--- src/rtl/regfile_pkg.sv ---
// rtl/regfile_pkg.sv - shared state encoding and init-pattern codes for the register file
package regfile_pkg;

  typedef enum logic [0:0] {
    INIT  = 1'b0,
    READY = 1'b1
  } state_e;

  localparam int INIT_PAT_ZERO  = 0;
  localparam int INIT_PAT_INDEX = 1;

endpackage

--- src/rtl/regfile_init_fsm.sv ---
// rtl/regfile_init_fsm.sv - init sweep FSM: walks every register once, one per cycle
module regfile_init_fsm #(
  parameter int NUM_REGS     = 32,
  parameter int DATA_WIDTH   = 32,
  parameter int ZERO_REG     = 1,
  parameter int INIT_PATTERN = 1,
  localparam int AW          = $clog2(NUM_REGS)
) (
  input  logic                  clk,
  input  logic                  rst,
  input  logic                  init_req,
  output logic                  init_busy,
  output logic                  sweep_we,
  output logic [AW-1:0]         sweep_addr,
  output logic [DATA_WIDTH-1:0] sweep_data
);
  import regfile_pkg::*;

  localparam logic [0:0] ST_INIT  = INIT;
  localparam logic [0:0] ST_READY = READY;

  logic [0:0]    state;
  logic [AW-1:0] cnt;

  always_ff @(posedge clk or posedge rst) begin
    if (rst) begin
      state <= ST_INIT;
      cnt   <= '0;
    end else begin
      case (state)
        ST_INIT: begin
          if (cnt == AW'(NUM_REGS - 1)) begin
            state <= ST_READY;
            cnt   <= '0;
          end else begin
            cnt <= cnt + 1'b1;
          end
        end
        default: begin
          if (init_req) begin
            state <= ST_INIT;
            cnt   <= '0;
          end
        end
      endcase
    end
  end

  assign init_busy  = (state == ST_INIT);
  assign sweep_we   = init_busy;
  assign sweep_addr = cnt;

  // Widen before the +1 so the last register gets NUM_REGS rather than wrapping to 0.
  always_comb begin
    sweep_data = '0;
    if (INIT_PATTERN == INIT_PAT_INDEX)
      sweep_data = DATA_WIDTH'(cnt) + DATA_WIDTH'(1);
    if (ZERO_REG != 0 && cnt == '0)
      sweep_data = '0;
  end

endmodule

--- src/rtl/regfile_multiport.sv ---
// rtl/regfile_multiport.sv - multi-read-port register file with byte-enable writes; optional REGFILE_BYPASS_EN write-to-read forwarding
module regfile_multiport #(
  parameter int NUM_REGS     = 32,
  parameter int DATA_WIDTH   = 32,
  parameter int NUM_RD_PORTS = 2,
  parameter int ZERO_REG     = 1,
  parameter int INIT_PATTERN = 1,
  localparam int AW          = $clog2(NUM_REGS),
  localparam int BW          = DATA_WIDTH / 8
) (
  input  logic                                     clk,
  input  logic                                     rst,
  input  logic                                     init_req,
  input  logic                                     wr_en,
  input  logic [AW-1:0]                            wr_addr,
  input  logic [DATA_WIDTH-1:0]                    wr_data,
  input  logic [BW-1:0]                            wr_be,
  output logic                                     wr_ready,
  input  logic [NUM_RD_PORTS-1:0][AW-1:0]          rd_addr,
  output logic [NUM_RD_PORTS-1:0][DATA_WIDTH-1:0]  rd_data,
  output logic                                     init_busy
);
  import regfile_pkg::*;

  logic                  sweep_we;
  logic [AW-1:0]         sweep_addr;
  logic [DATA_WIDTH-1:0] sweep_data;
  logic [DATA_WIDTH-1:0] mem [NUM_REGS];
  logic                  wr_fire;
  logic [DATA_WIDTH-1:0] merged_wr;

  regfile_init_fsm #(
    .NUM_REGS     (NUM_REGS),
    .DATA_WIDTH   (DATA_WIDTH),
    .ZERO_REG     (ZERO_REG),
    .INIT_PATTERN (INIT_PATTERN)
  ) u_init_fsm (
    .clk        (clk),
    .rst        (rst),
    .init_req   (init_req),
    .init_busy  (init_busy),
    .sweep_we   (sweep_we),
    .sweep_addr (sweep_addr),
    .sweep_data (sweep_data)
  );

  function automatic logic [DATA_WIDTH-1:0] byte_merge(
    input logic [DATA_WIDTH-1:0] old_val,
    input logic [DATA_WIDTH-1:0] new_val,
    input logic [BW-1:0]         be
  );
    logic [DATA_WIDTH-1:0] m;
    for (int b = 0; b < BW; b++)
      m[b*8 +: 8] = be[b] ? new_val[b*8 +: 8] : old_val[b*8 +: 8];
    return m;
  endfunction

  assign wr_ready  = !init_busy;
  assign wr_fire   = wr_en && wr_ready && !(ZERO_REG != 0 && wr_addr == '0);
  assign merged_wr = byte_merge(mem[wr_addr], wr_data, wr_be);

  // Storage has no reset; the sweep is what gives it defined contents.
  always_ff @(posedge clk) begin
    if (sweep_we)
      mem[sweep_addr] <= sweep_data;
    else if (wr_fire)
      mem[wr_addr] <= merged_wr;
  end

  always_comb begin
    rd_data = '0;
    for (int p = 0; p < NUM_RD_PORTS; p++) begin
      if (!init_busy && !(ZERO_REG != 0 && rd_addr[p] == '0)) begin
`ifdef REGFILE_BYPASS_EN
        if (wr_fire && rd_addr[p] == wr_addr)
          rd_data[p] = merged_wr;
        else
          rd_data[p] = mem[rd_addr[p]];
`else
        rd_data[p] = mem[rd_addr[p]];
`endif
      end
    end
  end

endmodule
--- config.mk ---
export PLATFORM = sky130hd
export DESIGN_NAME = regfile_multiport
export DESIGN_NICKNAME = d
export VERILOG_FILES = /design/src/rtl/regfile_pkg.sv /design/src/rtl/regfile_init_fsm.sv /design/src/rtl/regfile_multiport.sv
export SDC_FILE = /design/constraint.sdc
export NUM_CORES = 1
export LEC_CHECK = 0
export ABC_CLOCK_PERIOD_IN_PS = 4510
export BUFFER_PORTS_ARGS = -buffer_cell sky130_fd_sc_hd__buf_2
export CAP_MARGIN = 5
export CORE_MARGIN = 4
export CORE_UTILIZATION = 25
export DETAILED_ROUTE_END_ITERATION = 8
export PLACE_DENSITY = 0.44
export SYNTH_ARGS = -nofsm -noshare
export SYNTH_HDL_FRONTEND = slang
export SYNTH_SLANG_ARGS = --single-unit
--- constraint.sdc ---
create_clock -name clk -period 4.51 [get_ports clk]
set_input_delay 0.451 -clock clk [delete_from_list [all_inputs] [get_ports clk]]
set_output_delay 0.451 -clock clk [all_outputs]
set_load 0.1 [all_outputs]
# Word-level counts from Yosys, hierarchy flattened

Memory sizes are Yosys's and may differ from the RTL's.
Index checks and enable logic that the tools add are counted.

Register bits after elaboration: 6
Memories kept: 1
Output and inout bits: 66
Bits in latches: 0
Memory bits (writable): 1024
Logic and storage cells: 48
ROM bits: 0
Input bits: 55

Memory list:

| memory | depth | width | read ports | clocked after memory_dff | wr ports | line                    | text |
|---|---|---|---|---|---|---|---|
| mem    | 32    | 32    | 2          | 0                        | 1        | regfile_multiport.sv:28 | `logic [DATA_WIDTH-1:0] mem [NUM_REGS];` |

Equality and inequality tests: 6
Add/subtract/negate cells: 2
Divide/modulo/power cells: 0
Shift operators: 0
$mul: 0
Magnitude comparators: 0
Reductions and logical operators: 16
Muxes and demuxes: 20
Bitwise logic cells: 1

Operators with widths:

| operator                                                      | count |
|---|---|
| 32-bit two-way mux                                            | 4 |
| 8-bit two-way mux                                             | 4 |
| 32-bit OR reduction                                           | 1 |
| 5-bit logical NOT                                             | 4 |
| 5-bit two-way mux                                             | 4 |
| 2-bit AND reduction                                           | 4 |
| 1-bit two-way mux                                             | 7 |
| 5-bit by 1-bit adder with 6-bit output, second input constant | 1 |
| 5-bit by 1-bit adder with 5-bit output, second input constant | 1 |
| 5-bit equality test, second input constant                    | 1 |
| 1-bit logical AND                                             | 4 |
| 4-bit two-way mux                                             | 1 |
| 1-bit inequality test, second input constant                  | 4 |
| 1-bit logical NOT                                             | 3 |
| 2-bit inequality test, second input constant                  | 1 |
| 1-bit inverter                                                | 1 |

# Longest topological paths before layout

Depth after elaboration: 9
Mapped depth: 8
Depth with buffers taken out: 7

# Hierarchy

Synthesis repeated with hierarchy kept, for this count alone.

Cells, all modules: 2628
Area, all modules: 49412.4 sq um

Modules (own cells, without submodules):

| module            | seq. area each (sq um) | area an instance (sq um) | cells an instance | instances |
|---|---|---|---|---|
| regfile_multiport | 30749.5                | 48798.1                  | 2559              | 1 |
| regfile_init_fsm  | 150.1                  | 614.3                    | 69                | 1 |

# Least setup slack after synthesis

OpenSTA, ideal clock, no wires.

Kind: reg-to-output
Start point: register u_init_fsm.state
End point: output port rd_data[41] (netlist bit)
Arrival: 3734 ps
Cell stages (with the launch flop): 7
Buffers on the path: 2
Data required time: 4059 ps
Path slack: 325 ps
Cell sequence: dfrtp_1 -> buf_2 -> clkinv_1 -> nor4b_1 -> clkbuf_1 -> a22oi_1 -> nand4_1

RTL lines:

| element                | line                    | text |
|---|---|---|
| from (decl)            | regfile_init_fsm.sv:22  | `logic [0:0] state;` |
| from (signal assigned) | regfile_init_fsm.sv:27  | `state <= ST_INIT;` |
| from (signal assigned) | regfile_init_fsm.sv:33  | `state <= ST_READY;` |
| from (signal assigned) | regfile_init_fsm.sv:41  | `state <= ST_INIT;` |
| to (decl)              | regfile_multiport.sv:20 | `output logic [NUM_RD_PORTS-1:0][DATA_WIDTH-1:0] rd_data,` |

==> metrics.yaml <==
status:
  status: "completed"
floorplan:
  row_count: 162
  die_area_sq_mm: 0.204
  core_area_sq_mm: 0.195
  die_y_microns: 451
  initial_core_util: 0.252
  fp.dieW_microns: 451
  boundaryPins: 121
grt:
  grt_pass1_vias: 31000
  grt_pass1_wl_mm: 245
  grt_start_max_net_pins: 63
  antenna_found_initial: 14
  gr-total-overflow: 0
  track_usage: 0.168
critical_path:
  end_kind: "output pin"
  max_stage_delay_ns: 0.62
  cp_slowest_cell: "and2_2"
  critPathMaxFanout: 16
  critPathTopFamily: "simple AND/OR/NAND/NOR gates"
  worstPathRequired_ns: 4.06
  critPathBufInv: 2
  crit_arrival_ns: 3.36
  crit_chain: "nor3b_1 -> and2_2 -> buf_4 -> a22oi_1 -> nand4_1 -> buf_12"
  cp-start-kind: "flop"
  worstSetupPathType: "reg -> out"
synthesis:
  synth_cell_type_count: 55
  syn-cell-area_sq_mm: 0.0492
  ys.flop_type: "edfxtp_1"
  async_flop_share: 0.00583
  netlist_instances: 3061
  synth_seq_cells: 1030
  yosysSeqAreaShare: 0.628
  syn_nets: 3119
  synth.yosys.warnings: 0
  synth_edf_count: 1024
  syn_avg_cell_area_sq_um: 16.1
timing:
  maxClockFrequency_ghz: 0.262
  final-max-slew-violation-count: 0
  rsz0062_at_grt: "no"
  report.final.setup_viol: 0
  slew_headroom: 0.0763
  worstMarginPinSlew_ns: 1.38
  min_period_over_period: 0.845
  final_hold_viol_count: 0
  skew_ns: 0.0151
  min_period_ns: 3.81
  fin_setup_tns_ns: 0
pwr:
  p_per_area_mw_per_mm2: 496
  total_power_w: 0.0289
  leakagePower_nw: 19.8
  peakVddDrop_v: 0.000284
placement:
  routabilityCongestion: 0.816
  port_buffers: 120
  place_hpwl_mm: 119
clock_network:
  clkLatencyLatePin_ns: 0.72
  htreeDepth: 3
  clock_sinks: 1030
  clk_pin_slew_worst_paths_ns: 0.06
  ctsRootBufferMaster: "clkbuf_16"
  cts_buffers: 109
  cts_tree: "built"
  cts_max_path_buffers: 3
  cts_resized: 0
layout:
  layout-drive-gt1-share: 0.243
  syn_to_final_growth_pct: 18.3
  fillers: 19300
  fin_nets: 3309
drt:
  via_per_inst: 5.07
  drt-initial-drc-count: 2690
  wl_mm: 176
  wl_per_cell_microns: 29.4
  drc: 0
  drtPass1Iterations: 6
  ant_nets: 0
  vias: 30300
job:
  drv_cap: 0
worst_hold_path:
  min_path_type: "in -> async"
==> placed cells by master (no fill, tap or decap), types with 7 or more instances in the layout <==
cell type	Yosys	routed
a21oi_1	32	32
a22o_1	27	27
a22oi_1	327	327
a31oi_1	39	37
and2_1	34	29
and3_1	12	10
buf_12	0	52
buf_2	115	78
buf_4	7	202
bufinv_16	0	12
clkbuf_1	123	20
clkbuf_16	0	113
clkinv_1	1	27
clkinv_2	0	19
clkinvlp_4	0	7
edfxtp_1	1024	1024
mux2i_1	532	529
mux4_2	252	252
nand2_1	52	52
nand2b_1	7	7
nand3_1	162	162
nand4_1	69	69
nor2_1	123	117
nor2_2	10	10
nor2b_1	15	7
nor2b_4	0	8
o31ai_2	0	7
or3_1	7	7
==> logic make-up after synthesis <==
family / share of synthesized area
flip-flops: 0.628
multiplexers: 0.225
AND/OR/NAND/NOR: 0.0526
AO/OA/AOI/OAI: 0.0686
buffers and inverters: 0.0246
adder cells (fa/ha/maj): 0.000763
XOR/XNOR: 0.000356
==> cells in the mapped netlist (all sizes together) (2+ instances only) <==
cell	count	area [sq um]
dfrtp	6	150
edfxtp	1024	30700
nand3b	2	15.0
buf	137	714
o21ai	3	15.0
mux2	4	45.0
o41ai	2	17.5
nor2b	15	93.8
and3	12	75.1
and2	35	219
a22o	27	236
nor2	133	524
nand2b	7	43.8
nor3b	3	22.5
xor2	2	17.5
o31a	3	26.3
inv	6	22.5
ha	3	37.5
nor3	6	30.0
o21ba	2	20.0
clkbuf	124	467
and4b	3	30.0
a41oi	3	26.3
nand4	69	432
a21oi	32	160
a22oi	327	2450
o2bb2ai	2	17.5
mux2i	532	5330
nor4bb	2	20.0
or3	8	55.1
nand2	52	195
o31ai	7	52.6
o211a	2	20.0
a31oi	39	244
mux4	252	5680
nand3	162	811
a21boi	2	15.0
==> state kept, by name, indices dropped and copies added, names as in the netlist <==
| name | cells |
|---|---|
| u_init_fsm.state | 1 |
| u_init_fsm.sweep_addr | 5 |
| mem | 1024 |
==> through the flow <==
stage | std cells | hold slack (ns) | utilization | worst slack, ns | instance area, sq um
after floorplan | 3061 | 0.242 | - | 0.325 | 49200
after global placement | 5762 | 0.420 | 0.280 | 0.787 | 54600
after detailed placement | 5762 | 0.415 | 0.280 | 0.797 | 54600
after CTS | 5966 | 0.156 | 0.298 | 0.619 | 58100
after global routing | 5970 | 0.217 | 0.298 | 0.587 | 58100
final | 5971 | 0.215 | 0.298 | 0.700 | 58200
==> path summary, 6_finish.rpt <==
check                                          from                        to  slack (ns)  cells past startpoint
max reg2reg                        u_init_fsm.state                mem[3][12]        1.03                      5
min in group clk                         wr_data[5]                mem[21][5]        0.35                      3
min reg2reg                u_init_fsm.sweep_addr[4]  u_init_fsm.sweep_addr[4]        0.78                      2
max                                u_init_fsm.state               rd_data[32]        0.70                      6
min                                             rst  u_init_fsm.sweep_addr[1]        0.22                      3
max in group asynchronous                       rst  u_init_fsm.sweep_addr[4]        4.09                      3
==> power by group <==
part	leakage, nW	switching, W	internal (W)
sequential	9.59	0.000455	0.0122
clock	1.72	0.00385	0.00524
combinational	8.49	0.00512	0.00201
==> cell type report <==
cell class / instances / area (sq um) / area share
Multi-Input combinational cell: 1763 / 17300 / 0.298
Antenna cell: 5 / 12.5 / 0.000215
Clock buffer: 133 / 2900 / 0.0499
Inverter: 7 / 26.3 / 0.000452
Clock inverter: 69 / 649 / 0.0112
Timing Repair Buffer: 340 / 3050 / 0.0525
Tap cell: 2624 / 3280 / 0.0565
Sequential cell: 1030 / 30900 / 0.531
==> layer usage <==
metal,wire length [microns],vias up,track usage,share of wire
li1,-,13000,-,-
met1,74500,16200,0.218,0.42
met2,88900,821,0.295,0.51
met3,6870,227,0.0173,0.039
met4,5510,6,0.0553,0.031
met5,40,-,0,0.00023
==> timing repair <==
item | CTS | global route
hold buffers | 2 | 0
endpoints found under the hold margin | 9 | 0
buffers inserted | 0 | 0
==> worst register-to-register path: stages, from the launching register on <==
cell and delay, ns:
dfrtp_1 0.47, buf_4 0.31, o41a_1 0.38, o211ai_4 0.29, mux2i_4 0.46, nor2_1 1.17
No activity file was read; power rests on OpenSTA's default activity.
